**config.mk**
```make
export PLATFORM = sky130hd
export DESIGN_NAME = vga_timing
export DESIGN_NICKNAME = d
export VERILOG_FILES = /design/src/rtl/vga_timing.sv
export SDC_FILE = /design/constraint.sdc
export NUM_CORES = 1
export LEC_CHECK = 0
export ABC_AREA = 0
export CAP_MARGIN = 20
export CORE_ASPECT_RATIO = 1.5
export CORE_UTILIZATION = 46
export CTS_CLUSTER_DIAMETER = 30
export DETAILED_ROUTE_END_ITERATION = 6
export GPL_TIMING_DRIVEN = 0
export PLACE_DENSITY = 0.74
export SLEW_MARGIN = 10
export SYNTH_ARGS = -nofsm -noshare
export SYNTH_HDL_FRONTEND = slang
export SYNTH_SLANG_ARGS = --single-unit
```
**constraint.sdc**
```tcl
create_clock -name clk -period 1.82 [get_ports clk]
set_input_delay 0.364 -clock clk [delete_from_list [all_inputs] [get_ports clk]]
set_output_delay 0.364 -clock clk [all_outputs]
set_load 0.1 [all_outputs]
```
**src/rtl/vga_timing.sv**
```systemverilog
// Free-running VGA raster generator: pixel-rate divider, x/y counters, one-clk-delayed
// active-low syncs, frame-start strobe and a slow animation step counter.
`ifndef MAX_ANIMATION_FRAME_LOG2
`define MAX_ANIMATION_FRAME_LOG2 4
`endif

module vga_timing #(
    parameter int CLK_DIV     = 4,
    parameter int H_VISIBLE   = 640,
    parameter int H_FP        = 16,
    parameter int H_SYNC      = 96,
    parameter int H_BP        = 48,
    parameter int V_VISIBLE   = 480,
    parameter int V_FP        = 10,
    parameter int V_SYNC      = 2,
    parameter int V_BP        = 33,
    parameter int ANIM_FRAMES = 15
) (
    input  logic                                 clk,
    input  logic                                 rst,
    output logic [9:0]                           x,
    output logic [9:0]                           y,
    output logic                                 toDisplay,
    output logic                                 hsync,
    output logic                                 vsync,
    output logic                                 pixel_tick,
    output logic                                 frame_start,
    output logic [`MAX_ANIMATION_FRAME_LOG2-1:0] animation_timer
);

    localparam int H_TOTAL = H_VISIBLE + H_FP + H_SYNC + H_BP;
    localparam int V_TOTAL = V_VISIBLE + V_FP + V_SYNC + V_BP;
    localparam int DIV_W   = (CLK_DIV > 1) ? $clog2(CLK_DIV) : 1;
    localparam int FRAME_W = (ANIM_FRAMES > 1) ? $clog2(ANIM_FRAMES) : 1;
    localparam int ANIM_W  = `MAX_ANIMATION_FRAME_LOG2;

    localparam logic [9:0] H_LAST       = 10'(H_TOTAL - 1);
    localparam logic [9:0] V_LAST       = 10'(V_TOTAL - 1);
    localparam logic [9:0] H_VIS_END    = 10'(H_VISIBLE);
    localparam logic [9:0] V_VIS_END    = 10'(V_VISIBLE);
    localparam logic [9:0] H_SYNC_START = 10'(H_VISIBLE + H_FP);
    localparam logic [9:0] H_SYNC_END   = 10'(H_VISIBLE + H_FP + H_SYNC);
    localparam logic [9:0] V_SYNC_START = 10'(V_VISIBLE + V_FP);
    localparam logic [9:0] V_SYNC_END   = 10'(V_VISIBLE + V_FP + V_SYNC);
    localparam logic [FRAME_W-1:0] FRAME_LAST = FRAME_W'(ANIM_FRAMES - 1);

    logic [9:0]         r_x;
    logic [9:0]         r_y;
    logic               r_hsync;
    logic               r_vsync;
    logic               r_frame_start;
    logic [FRAME_W-1:0] r_frame_cnt;
    logic [ANIM_W-1:0]  r_anim;

    logic w_pixel_tick;
    logic w_x_last;
    logic w_y_last;
    logic w_frame_wrap;

    // With a divide of 1 every clk is a pixel, so no divider register exists at all.
    generate
        if (CLK_DIV == 1) begin : g_no_div
            assign w_pixel_tick = 1'b1;
        end else begin : g_div
            localparam logic [DIV_W-1:0] DIV_LAST = DIV_W'(CLK_DIV - 1);
            logic [DIV_W-1:0] r_div;

            // NOTE: sequential state uses non-blocking assignments so every register
            // samples pre-edge values; reset is asynchronous and clears without a clk.
            always_ff @(posedge clk or posedge rst) begin
                if (rst) begin
                    r_div <= '0;
                end else if (r_div == DIV_LAST) begin
                    r_div <= '0;
                end else begin
                    r_div <= r_div + 1'b1;
                end
            end

            assign w_pixel_tick = (r_div == DIV_LAST);
        end
    endgenerate

    assign w_x_last     = (r_x == H_LAST);
    assign w_y_last     = (r_y == V_LAST);
    assign w_frame_wrap = w_pixel_tick && w_x_last && w_y_last;

    always_ff @(posedge clk or posedge rst) begin
        if (rst) begin
            r_x <= '0;
            r_y <= '0;
        end else if (w_pixel_tick) begin
            if (w_x_last) begin
                r_x <= '0;
                r_y <= w_y_last ? '0 : r_y + 1'b1;
            end else begin
                r_x <= r_x + 1'b1;
            end
        end
    end

    // Syncs lag the counters by one clk to line up with the renderer's registered colour.
    always_ff @(posedge clk or posedge rst) begin
        if (rst) begin
            r_hsync       <= 1'b1;
            r_vsync       <= 1'b1;
            r_frame_start <= 1'b0;
        end else begin
            r_hsync       <= !((r_x >= H_SYNC_START) && (r_x < H_SYNC_END));
            r_vsync       <= !((r_y >= V_SYNC_START) && (r_y < V_SYNC_END));
            r_frame_start <= w_frame_wrap;
        end
    end

    // Frame counter advances on the same edge that raises frame_start.
    always_ff @(posedge clk or posedge rst) begin
        if (rst) begin
            r_frame_cnt <= '0;
            r_anim      <= '0;
        end else if (w_frame_wrap) begin
            if (r_frame_cnt == FRAME_LAST) begin
                r_frame_cnt <= '0;
                r_anim      <= r_anim + 1'b1;
            end else begin
                r_frame_cnt <= r_frame_cnt + 1'b1;
            end
        end
    end

    assign x               = r_x;
    assign y               = r_y;
    assign toDisplay       = (r_x < H_VIS_END) && (r_y < V_VIS_END);
    assign hsync           = r_hsync;
    assign vsync           = r_vsync;
    assign pixel_tick      = w_pixel_tick;
    assign frame_start     = r_frame_start;
    assign animation_timer = r_anim;

endmodule

```
[Yosys cells after proc, flatten, opt, wreduce, memory -nomap -nowiden]
Index checks and enable logic that the tools add are counted.
Word-level totals
  RAM bits: 0
  bits in registers: 33
  memories kept: 0
  bits of input ports: 2
  ROM bits: 0
  latch bits: 0
  logic and storage cells: 36
Cells by class
  shift operators: 0
  magnitude comparators: 6
  eq/ne operators: 4
  div/mod/pow operators: 0
  $mul: 0
  bitwise operators: 0
  add/subtract/negate cells: 5
  reduce and logical (&&, ||, !) cells: 9
  mux-type cells: 4
Operators with widths (number)
  $add 10x1->10 const B: 2
  $eq 10x10->1 const B: 2
  $lt 10x10->1 const B: 2
  $lt 10x9->1 const B: 2
  $mux 10: 2
  $ge 10x10->1 const B: 1
  $ge 10x9->1 const B: 1
  $add 4x1->4 const B: 2
  $logic_and 1x1->1: 5
  $eq 4x4->1 const B: 1
  $mux 4: 1
  $reduce_and 2->1: 2
  $add 2x1->2 const B: 1
  $eq 2x2->1 const B: 1
  $logic_not 1->1: 2
  $mux 2: 1

[Depth between registers and ports, before layout]
Gate-level depths: netlist of the first run.
  depth in word-level cells: 4
  mapped depth: 7

[Worst setup path before layout of the first run]
OpenSTA, ideal clock, no wires.
  path kind: register to output
  from: register r_y[8], in the netlist y[8]
  to: output port toDisplay
  setup slack: -1.954 ns
  buffers on the path: 0
  arrival time: 3.410 ns
  cell stages (with the launch flop): 3
  cell sequence: dfrtp_1 -> and4_2 -> nor3b_1
On the way
  word-level cells in the longest chain between the ends: 2
RTL lines
  from (decl): line 48  | logic [9:0] r_y;
  from (signal assigned): line 95  | r_y <= w_y_last ? '0 : r_y + 1'b1;
  $lt 10x9->1: line 132  | assign toDisplay = (r_x < H_VIS_END) && (r_y < V_VIS_END);
  $logic_and 1x1->1: line 132
  to (decl): line 23  | output logic toDisplay,
Every way passes these cells.

[Worst setup path after layout of the first run]
  from: register r_y[7], in the netlist y[7]
  to: register r_frame_cnt[1]
On the way
  word-level cells in the longest chain between the ends: 2
RTL lines
  $eq 10x10->1: line 85  | assign w_y_last = (r_y == V_LAST);
  $logic_and 1x1->1: line 86  | assign w_frame_wrap = w_pixel_tick && w_x_last && w_y_last;
  to (signal assigned): line 125  | r_frame_cnt <= r_frame_cnt + 1'b1;
  to (decl): line 52  | logic [FRAME_W-1:0] r_frame_cnt;
Every way passes these cells.
A chain may end at the register's enable or synchronous reset.

==> impl_metrics.yaml, run 1 <==
die:
  die_y_um: 76.1
  chipWidth_um: 51.4
  core-area_um2: 3450
  start_util_pct: 48.8
  placementRows: 26
  ioPinCount: 31
  dieArea_um2: 3910
synth:
  netlist_area_um2: 1680
  yosys.area.top_type: "dfrtp_1"
  synth_cells: 160
  synth_top_area_share_pct: 46.1
  netlist_top_cells_area: "dfrtp_1 46%, ha_1 5.2%, nand3_1 5.1%, xnor2_1 4.2%, dfstp_2 3.1%"
  avgSynthCellArea_um2: 10.5
  synth_seq_area_share_pct: 49.2
  synth_async_sr_flop_share_pct: 100
  yosys.cell_types.count: 38
  synth_fp_nets: 169
  ys.flop_type: "dfrtp_1"
  ys_ff_latch: 33
  synth_edf_count: 0
  yosysWarningCount: 0
final_layout:
  drive_gt1_share_pct: 54.5
  final_util_pct: 78.7
  n_antenna_cell: 0
  filler_cell_count: 235
  area.growth.synth_to_final_pct: 61.3
  nNetsFinal: 243
  design_area_um2: 2720
power_and_ir_drop:
  p_comb_share_pct: 1.8
  leakage_uw: 0.00124
  seqPwrFrac_pct: 56.4
  internal_power_uw: 1010
  power_switching_uw: 291
  pwr-share-clk_pct: 41.8
  ir_drop_mv: 0.460
  p_per_area_nw_per_um2: 479
  swShare_pct: 22.4
timing:
  setup-tns-final_ns: -3.13
  hold_viol: 0
  finalSetupViolations: 16
  min_period_ns: 2.14
  worst_slack_ns: -0.316
  slew_viol_final: 0
  post-route-period-util_pct: 117
  fin_skew_ns: 0.0139
  rsz0062_at_grt: "yes"
  timing.hold.ws_ns: 0.467
  max_slew.worst_pin.slew_ns: 0.724
  max_slew_margin_pct: 51.6
  max_freq_mhz: 468
clocking:
  cts.sinks: 33
  h-tree-depth: 2
  cts_tree: "yes"
  clkTransAtPathRegs_ns: 0.07
  root_buffer: "clkbuf_8"
  cts_made_buffers: 5
  clockBufferDepth: 2
  insertion_delay_ns: 0.29
global_routing:
  grt-ovfl-total: 0
  antenna_found_initial: 0
  grtUsageTotal_pct: 23.5
  grt_pass1_wl_um: 6950
  grt_max_degree: 19
  grt_pass1_vias: 1529
setup_path:
  crit_path_start_kind: "register"
  cp.required_ns: 1.98
  crit_path_end_kind: "register"
  crit_chain: "or3_4 -> or4_4 -> buf_8 -> o31ai_1 -> o41ai_2"
  cp_slowest_cell: "or4_4"
  cp_max_fo: 7
  critPathArrivalTime_ns: 2.29
  path_class: "register to register"
  cpPeakStageDelay_ns: 0.54
place:
  post-place-ws_ns: -0.673
  hpwlAfterDp_um: 2690
  portBuffers: 30
  place_congestion: 0.812
  dpl_cell_area_um2: 2170
detailed_routing:
  drcViolationCount: 0
  avgRoutedWirePerCell_um: 18.0
  vias_per_cell: 5.69
  routed_wl_um: 4970
  antenna_left: 0
  dr.pass1.iters: 4
  drt_iter0_drc: 36
  vias: 1577
run:
  cap_violations: 0
run_status:
  status: "finished, violations left"
  violations: "negative setup slack"
worst_hold_path:
  hold_class: "register to register"
[routing by layer]
layer / wire (um) / up-vias / GRT usage, % / share of wire, %
met5: 0 / - / 0 / 0
met4: 125 / 0 / 10.3 / 2.5
met3: 181 / 12 / 4.39 / 3.6
met2: 2730 / 58 / 40.8 / 55
met1: 1940 / 785 / 27.1 / 39
li1: - / 722 / - / -
[final cells by class]
cell class,instances,area [um2],area share (%)
well taps,42,52.6,1.94
repair buffers,68,663,24.4
inverters,8,30.0,1.11
clock buffers,7,76.3,2.81
clock inverters,1,5.00,0.184
plain buffers,5,55.1,2.03
multi-input cells,113,956,35.2
flip-flops and latches,33,877,32.3
[Yosys cell counts (2+ instances only)]
cell type  count
nor3_1         4
nor3b_1        2
a21oi_1        2
buf_2          2
nand2_1       11
mux2_1         2
nor4_1         3
inv_1          8
nor2_1         9
o31ai_1        3
nand4_1        7
xor2_1         6
and4_1         2
or4_1          2
dfstp_2        2
dfrtp_1       31
xnor2_1        8
clkbuf_1       3
ha_1           7
o21ai_0       10
and3_1         3
nand3_1       17
[timing repair]
item,4_1_cts,5_1_grt
gates resized for setup,110,26
pin swaps,7,17
hold buffers,0,0
setup buffers,14,23
setup endpoints to repair,43,21
[worst paths after layout]
check	start	endpoint	slack, ns	cells past startpoint
worst max register to register	y[7]$_DFFE_PP0N_	r_frame_cnt[1]$_DFFE_PP0P_	-0.32	5
max in group asynchronous	rst	vsync$_DFF_PP1_	0.71	3
worst min-delay path	animation_timer[3]$_DFFE_PP0P_	animation_timer[3]$_DFFE_PP0P_	0.47	1
worst max-delay path	y[7]$_DFFE_PP0N_	r_frame_cnt[1]$_DFFE_PP0P_	-0.32	5
min in group asynchronous	rst	y[0]$_DFFE_PP0N_	0.49	2
worst min register to register	animation_timer[3]$_DFFE_PP0P_	animation_timer[3]$_DFFE_PP0P_	0.47	1
[per-stage QoR]
stage	total power, uW	std cells
finish	1300	277
global route	1350	277
CTS	1300	255
detailed placement	772	233
global placement	764	232
floorplan	758	160
[critical path, delay by kind of cell, from the launching register on]
kind,cells,cell delay (ns)
buf+inv,1,0.17
flops,1,0.48
simple gates,2,0.94
compound gates,2,0.40
[power groups by stage]
| stage | Clock, uW | Combinational (uW) | Sequential [uW] |
|---|---|---|---|
| after global routing | 590 | 27.2 | 732 |
| after global placement | 0 | 16.9 | 748 |
| after CTS | 543 | 24.9 | 733 |
| final | 544 | 23.7 | 733 |
| after floorplan | 0 | 10.8 | 748 |
| after detailed placement | 0 | 24.9 | 748 |
[cells by family (layout without fill, tap and decap cells)]
logic type | after synthesis | count (layout) | share of synthesized area (%)
AND/OR/NAND/NOR | 69 | 69 | 25.4
flip-flops | 33 | 33 | 49.2
AO/OA/AOI/OAI | 20 | 20 | 7.21
XOR/XNOR | 14 | 14 | 7.29
buffers and inverters | 14 | 89 | 3.72
adder cells (fa/ha/maj) | 7 | 7 | 5.20
multiplexers | 3 | 3 | 1.93
[state kept, by name, indices dropped and copies added, names as in the netlist]
| signal | count |
|---|---|
| animation_timer | 4 |
| frame_start | 1 |
| g_div.r_div | 2 |
| hsync | 1 |
| r_frame_cnt | 4 |
| vsync | 1 |
| x | 10 |
| y | 10 |
[cells in the final DEF (no fill, tap or decap), types with 4 or more instances in the layout]
master | Yosys | routed
xnor2_1 | 8 | 8
buf_4 | 0 | 34
dfrtp_4 | 0 | 10
clkbuf_8 | 0 | 6
nand2_1 | 11 | 11
nor2_1 | 9 | 8
xor2_1 | 6 | 6
dfrtp_2 | 0 | 9
nand3_1 | 17 | 14
buf_6 | 1 | 4
ha_1 | 7 | 5
o21ai_0 | 10 | 5
inv_1 | 8 | 6
clkdlybuf4s15_2 | 0 | 25
dfrtp_1 | 31 | 12
nand4_1 | 7 | 7
(Power assumes the default switching activity.)
==> run 2: changes to the inputs <==
--- a/config.mk
+++ b/config.mk
@@ -10,9 +10,11 @@
 export CORE_ASPECT_RATIO = 1.5
 export CORE_UTILIZATION = 46
 export CTS_CLUSTER_DIAMETER = 30
+export CTS_CLUSTER_SIZE = 20
 export DETAILED_ROUTE_END_ITERATION = 6
 export GPL_TIMING_DRIVEN = 0
 export PLACE_DENSITY = 0.74
+export RECOVER_POWER = 25
 export SLEW_MARGIN = 10
 export SYNTH_ARGS = -nofsm -noshare
 export SYNTH_HDL_FRONTEND = slang
==> run 2 against run 1 <==
Against the previous run:
- hold slack lost 0.022 ns
- global-route usage is the same
- cell area shrank 1.3%
- clock power shrank 0.7%
- the flow still finishes with violations (negative setup slack)
- setup slack lost 0.026 ns
- sequential power is essentially flat
- die area is the same
==> impl_metrics.yaml, run 2 (synthesis gave the netlist of run 1 again) <==
run_status:
  status: "finished, violations left"
  violations: "negative setup slack"
setup_path:
  crit_path_end_kind: "register"
  crit_path_start_kind: "register"
  critPathArrivalTime_ns: 2.32
  cp.required_ns: 1.97
  cp_max_fo: 7
  path_class: "register to register"
run:
  cap_violations: 0
clocking:
  cts_made_buffers: 5
  cts.sinks: 33
  h-tree-depth: 2
  clkTransAtPathRegs_ns: 0.07
  clockBufferDepth: 2
  cts_tree: "yes"
  root_buffer: "clkbuf_8"
  cts_hold_buf: 0
  insertion_delay_ns: 0.29
place:
  hpwlAfterDp_um: 2690
  portBuffers: 30
  place_congestion: 0.812
  dpl_cell_area_um2: 2170
detailed_routing:
  drt_iter0_drc: 34
  antenna_left: 0
  vias: 1565
  routed_wl_um: 4980
  drcViolationCount: 0
  dr.pass1.iters: 4
  vias_per_cell: 5.65
  avgRoutedWirePerCell_um: 18.0
die:
  ioPinCount: 31
  start_util_pct: 48.8
  chipWidth_um: 51.4
  placementRows: 26
  dieArea_um2: 3910
  core-area_um2: 3450
  die_y_um: 76.1
power_and_ir_drop:
  ir_drop_mv: 0.459
  p_total_uw: 1290
  p_per_area_nw_per_um2: 481
  leakage_uw: 0.00123
final_layout:
  area.growth.synth_to_final_pct: 59.3
  most-common-layout-cells: "34 x buf_4, 25 x clkdlybuf4s15_2, 14 x nand3_1"
  design_area_um2: 2680
  nNetsFinal: 243
  n_antenna_cell: 0
  drive_gt1_share_pct: 54.0
  layout_commonest_cell: "buf_4"
timing:
  worst_slack_ns: -0.342
  min_period_ns: 2.16
  max_slew.worst_pin.slew_ns: 0.626
  finalSetupViolations: 17
  hold_viol: 0
  post-route-period-util_pct: 119
  slew_viol_final: 0
  max_slew_margin_pct: 58.2
  rsz0062_at_grt: "yes"
  max_freq_mhz: 462
  fin_skew_ns: 0.0135
global_routing:
  antenna_found_initial: 0
  grt_max_degree: 19
  grt_pass1_wl_um: 6950
  grtUsageTotal_pct: 23.5
  grt_pass1_vias: 1529
  grt-ovfl-total: 0
worst_hold_path:
  hold_class: "register to register"
run 2: per-layer routing:
metal | share of wire (%) | track usage [%] | up-vias
met5 | 0 | 0 | -
met4 | 2.5 | 10.3 | 0
met3 | 3.4 | 4.39 | 12
met1 | 39 | 27.1 | 779
met2 | 55 | 40.8 | 55
li1 | - | - | 719
run 2: path summary, 6_finish.rpt:
path,start,endpoint,slack (ns),cells after the start
max,y[7]$_DFFE_PP0N_,r_frame_cnt[1]$_DFFE_PP0P_,-0.34,5
min,g_div.r_div[0]$_DFF_PP0_,g_div.r_div[0]$_DFF_PP0_,0.45,1
max reg2reg,y[7]$_DFFE_PP0N_,r_frame_cnt[1]$_DFFE_PP0P_,-0.34,5
min reg2reg,g_div.r_div[0]$_DFF_PP0_,g_div.r_div[0]$_DFF_PP0_,0.45,1
max in group asynchronous,rst,y[8]$_DFFE_PP0N_,0.31,3
min in group asynchronous,rst,y[0]$_DFFE_PP0N_,0.58,2
run 2: timing repair:
| item | 4_1_cts | 5_1_grt |
|---|---|---|
| buffers inserted | 14 | 23 |
| resized for setup | 110 | 26 |
| pin swaps | 7 | 17 |
| endpoints found under the setup margin | 43 | 21 |
run 2: final cells by class:
class	count	area, um2
clock inverters	1	5.00
clock buffers	7	76.3
well taps	42	52.6
plain buffers	5	55.1
inverters	8	30.0
repair buffers	68	641
fillers	239	768
flip-flops and latches	33	877
multi-input cells	113	943
run 2: worst max-delay path, cell delays in order, from the launching register on:
cell     delay (ns)
dfrtp_4        0.48
or3_4          0.40
or4_4          0.54
buf_8          0.17
o31ai_1        0.31
o41ai_2        0.13
run 2: where the power goes:
group / internal (uW) / total [uW] / switching, uW / leakage [uW]
sequential: 733 / 733 / 0 / 0.000407
combinational: 2.26 / 17.0 / 14.7 / 0.000780
clock: 268 / 540 / 272 / 0.0000422
total: 1000 / 1290 / 286 / 0.00123
run 2: stage by stage:
stage	hold WS (ns)	util, %	TNS (ns)	std cells	setup WS (ns)
final	0.445	77.7	-3.14	277	-0.342
after floorplan	0.444	-	-3.39	160	-0.334
after CTS	0.477	71.6	-2.28	255	-0.258
after global placement	0.455	62.0	-8.80	232	-0.660
after global routing	0.474	77.7	-4.03	277	-0.381
after detailed placement	0.469	62.8	-6.17	233	-0.673
==> run 3: changes to the inputs <==
--- a/config.mk
+++ b/config.mk
@@ -8,12 +8,11 @@
 export ABC_AREA = 0
 export CAP_MARGIN = 20
 export CORE_ASPECT_RATIO = 1.5
-export CORE_UTILIZATION = 46
+export CORE_UTILIZATION = 30
 export CTS_CLUSTER_DIAMETER = 30
 export CTS_CLUSTER_SIZE = 20
 export DETAILED_ROUTE_END_ITERATION = 6
 export GPL_TIMING_DRIVEN = 0
-export PLACE_DENSITY = 0.74
 export RECOVER_POWER = 25
 export SLEW_MARGIN = 10
 export SYNTH_ARGS = -nofsm -noshare
==> run 3 against run 2 <==
Against the previous run:
- the run still ends with negative setup slack left
- non-clock buffer count is 8 lower
- combinational power is 8% lower
- flip-flop and latch count stayed put
- maximum frequency is 5.6% higher
- sequential power hardly changed
- power is 0.59% lower
- first-iteration DRC count is 88% higher
- count of clock-buffer cells in the layout is 1 lower
- largest power group unchanged
==> impl_metrics.yaml, run 3 (synthesis gave the netlist of run 1 again) <==
run_status:
  status: "finished, violations left"
  violations: "negative setup slack"
setup_path:
  cp_slowest_cell: "dfrtp_4"
  crit_top_cell: "buf_4"
  crit_buf_inv: 3
  path_class: "register to output port"
  crit_path_start_kind: "register"
  cp_max_fo: 3
  critPathArrivalTime_ns: 1.68
  cpPeakStageDelay_ns: 0.48
  r2r-start: "y[7]$_DFFE_PP0N_"
  crit_family: "flip-flops"
  startpoint: "y[7]$_DFFE_PP0N_"
  cp.required_ns: 1.46
  crit_path_end_kind: "output port"
  crit_chain: "buf_4 -> buf_4 -> and4_4 -> nor3b_4 -> buf_12"
detailed_routing:
  antenna_left: 0
  drcViolationCount: 0
  avgRoutedWirePerCell_um: 13.7
  dr.pass1.iters: 4
  routed_wl_um: 4070
  vias: 1441
  vias_per_cell: 4.85
  drt_iter0_drc: 64
die:
  ioPinCount: 31
  placementRows: 33
  start_util_pct: 30.9
  core-area_um2: 5450
  dieArea_um2: 5920
  chipWidth_um: 63.2
  die_y_um: 93.7
power_and_ir_drop:
  pwr-share-clk_pct: 41.6
  swShare_pct: 22.1
  ir_drop_mv: 0.251
  p_comb_share_pct: 1.2
  p_total_uw: 1280
  leakage_uw: 0.00114
  p_per_area_nw_per_um2: 500
  internal_power_uw: 999
  seqPwrFrac_pct: 57.2
  power_switching_uw: 283
worst_hold_path:
  hold_start: "g_div.r_div[0]$_DFF_PP0_"
  hold_class: "register to register"
global_routing:
  grt_pass1_wl_um: 6560
  grt-ovfl-total: 0
  grt_max_degree: 34
  grtUsageTotal_pct: 14.5
  grt_pass1_vias: 1400
  antenna_found_initial: 0
clocking:
  root_buffer: "clkbuf_8"
  clkTransAtPathRegs_ns: 0.07
  cts_hold_buf: 0
  h-tree-depth: 2
  cts_tree: "yes"
  cts_made_buffers: 5
  cts.sinks: 33
  clockBufferDepth: 2
  insertion_delay_ns: 0.29
timing:
  timing.hold.ws_ns: 0.427
  max_freq_mhz: 488
  fin_skew_ns: 0.0104
  worst_slack_ns: -0.228
  rsz0062_at_grt: "yes"
  post-route-period-util_pct: 113
  min_period_ns: 2.05
  slew_viol_final: 0
  hold_viol: 0
  max_slew.worst_pin.slew_ns: 1.26
  max_slew_margin_pct: 15.8
  finalSetupViolations: 15
final_layout:
  stdcell_count: 297
  multi_input_area_um2: 861
  design_area_um2: 2570
  area.growth.synth_to_final_pct: 52.5
  nNetsFinal: 235
  layout_commonest_cell: "buf_4"
  n_antenna_cell: 0
  filler_cell_count: 529
  drive_gt1_share_pct: 45.8
  regArea_um2: 877
  most-common-layout-cells: "28 x buf_4, 24 x clkdlybuf4s15_2, 17 x nand3_1"
place:
  portBuffers: 30
  dpl_cell_area_um2: 2170
  post-place-ws_ns: -0.678
  hpwlAfterDp_um: 2610
  place_inst: 260
  place_congestion: 0.790
run:
  cap_violations: 0
## run 3: cell count changes in the layout (fill, tap and decap cells not counted), moves of 2 or more
cell,before,now
nor3_4,3,1
inv_2,2,0
buf_4,34,28
nand3_2,3,0
inv_1,6,8
nor3_1,2,4
nand3_1,14,17
clkbuf_4,2,0
o31ai_1,1,3
## run 3: layout make-up
| cell class | count | area share (%) |
|---|---|---|
| repair buffers | 60 | 22.1 |
| plain buffers | 5 | 2.34 |
| clock buffers | 6 | 2.83 |
| multi-input cells | 113 | 33.5 |
| well taps | 70 | 3.41 |
| inverters | 8 | 1.17 |
| clock inverters | 2 | 0.390 |
| flip-flops and latches | 33 | 34.2 |
## run 3: stage by stage
step	setup TNS, ns	utilization, %
3_3_place_gp	-11.41	39.9
2_1_floorplan	-3.39	-
4_1_cts	-2.33	44.4
3_5_place_dp	-5.77	39.9
6_report	-1.87	47.1
5_1_grt	-6.93	47.1
## run 3: final timing paths
| path | end | slack (ns) | cells after the start |
|---|---|---|---|
| worst min register to register | g_div.r_div[0]$_DFF_PP0_ | 0.43 | 1 |
| max in group asynchronous | x[1]$_DFFE_PP0N_ | 0.05 | 2 |
| worst min-delay path | g_div.r_div[0]$_DFF_PP0_ | 0.43 | 1 |
| worst max-delay path | toDisplay | -0.23 | 5 |
| min in group asynchronous | y[4]$_DFFE_PP0N_ | 0.86 | 2 |
| worst max register to register | animation_timer[2]$_DFFE_PP0P_ | -0.20 | 5 |
## run 3: layer usage
metal | track usage [%] | vias to the layer above | wire, um
met5 | 0 | - | 0
met2 | 27.1 | 34 | 2240
met3 | 3.16 | 6 | 127
met1 | 15.4 | 700 | 1630
li1 | - | 701 | -
met4 | 6.40 | 0 | 63
## run 3: power by group through the flow
| stage | Combinational (uW) | Clock [uW] | Sequential, uW |
|---|---|---|---|
| after global placement | 17.5 | 0 | 748 |
| final | 15.6 | 534 | 733 |
| after global routing | 18.5 | 576 | 732 |
| after floorplan | 10.8 | 0 | 748 |
| after detailed placement | 17.7 | 0 | 748 |
| after CTS | 17.6 | 547 | 733 |
## run 3: timing repair
action / CTS / global route
hold endpoints to repair: 0 / 0
gates cloned: 0 / 0
setup endpoints to repair: 44 / 22
resized for setup: 97 / 13
pin swaps: 8 / 6
buffers inserted: 11 / 19
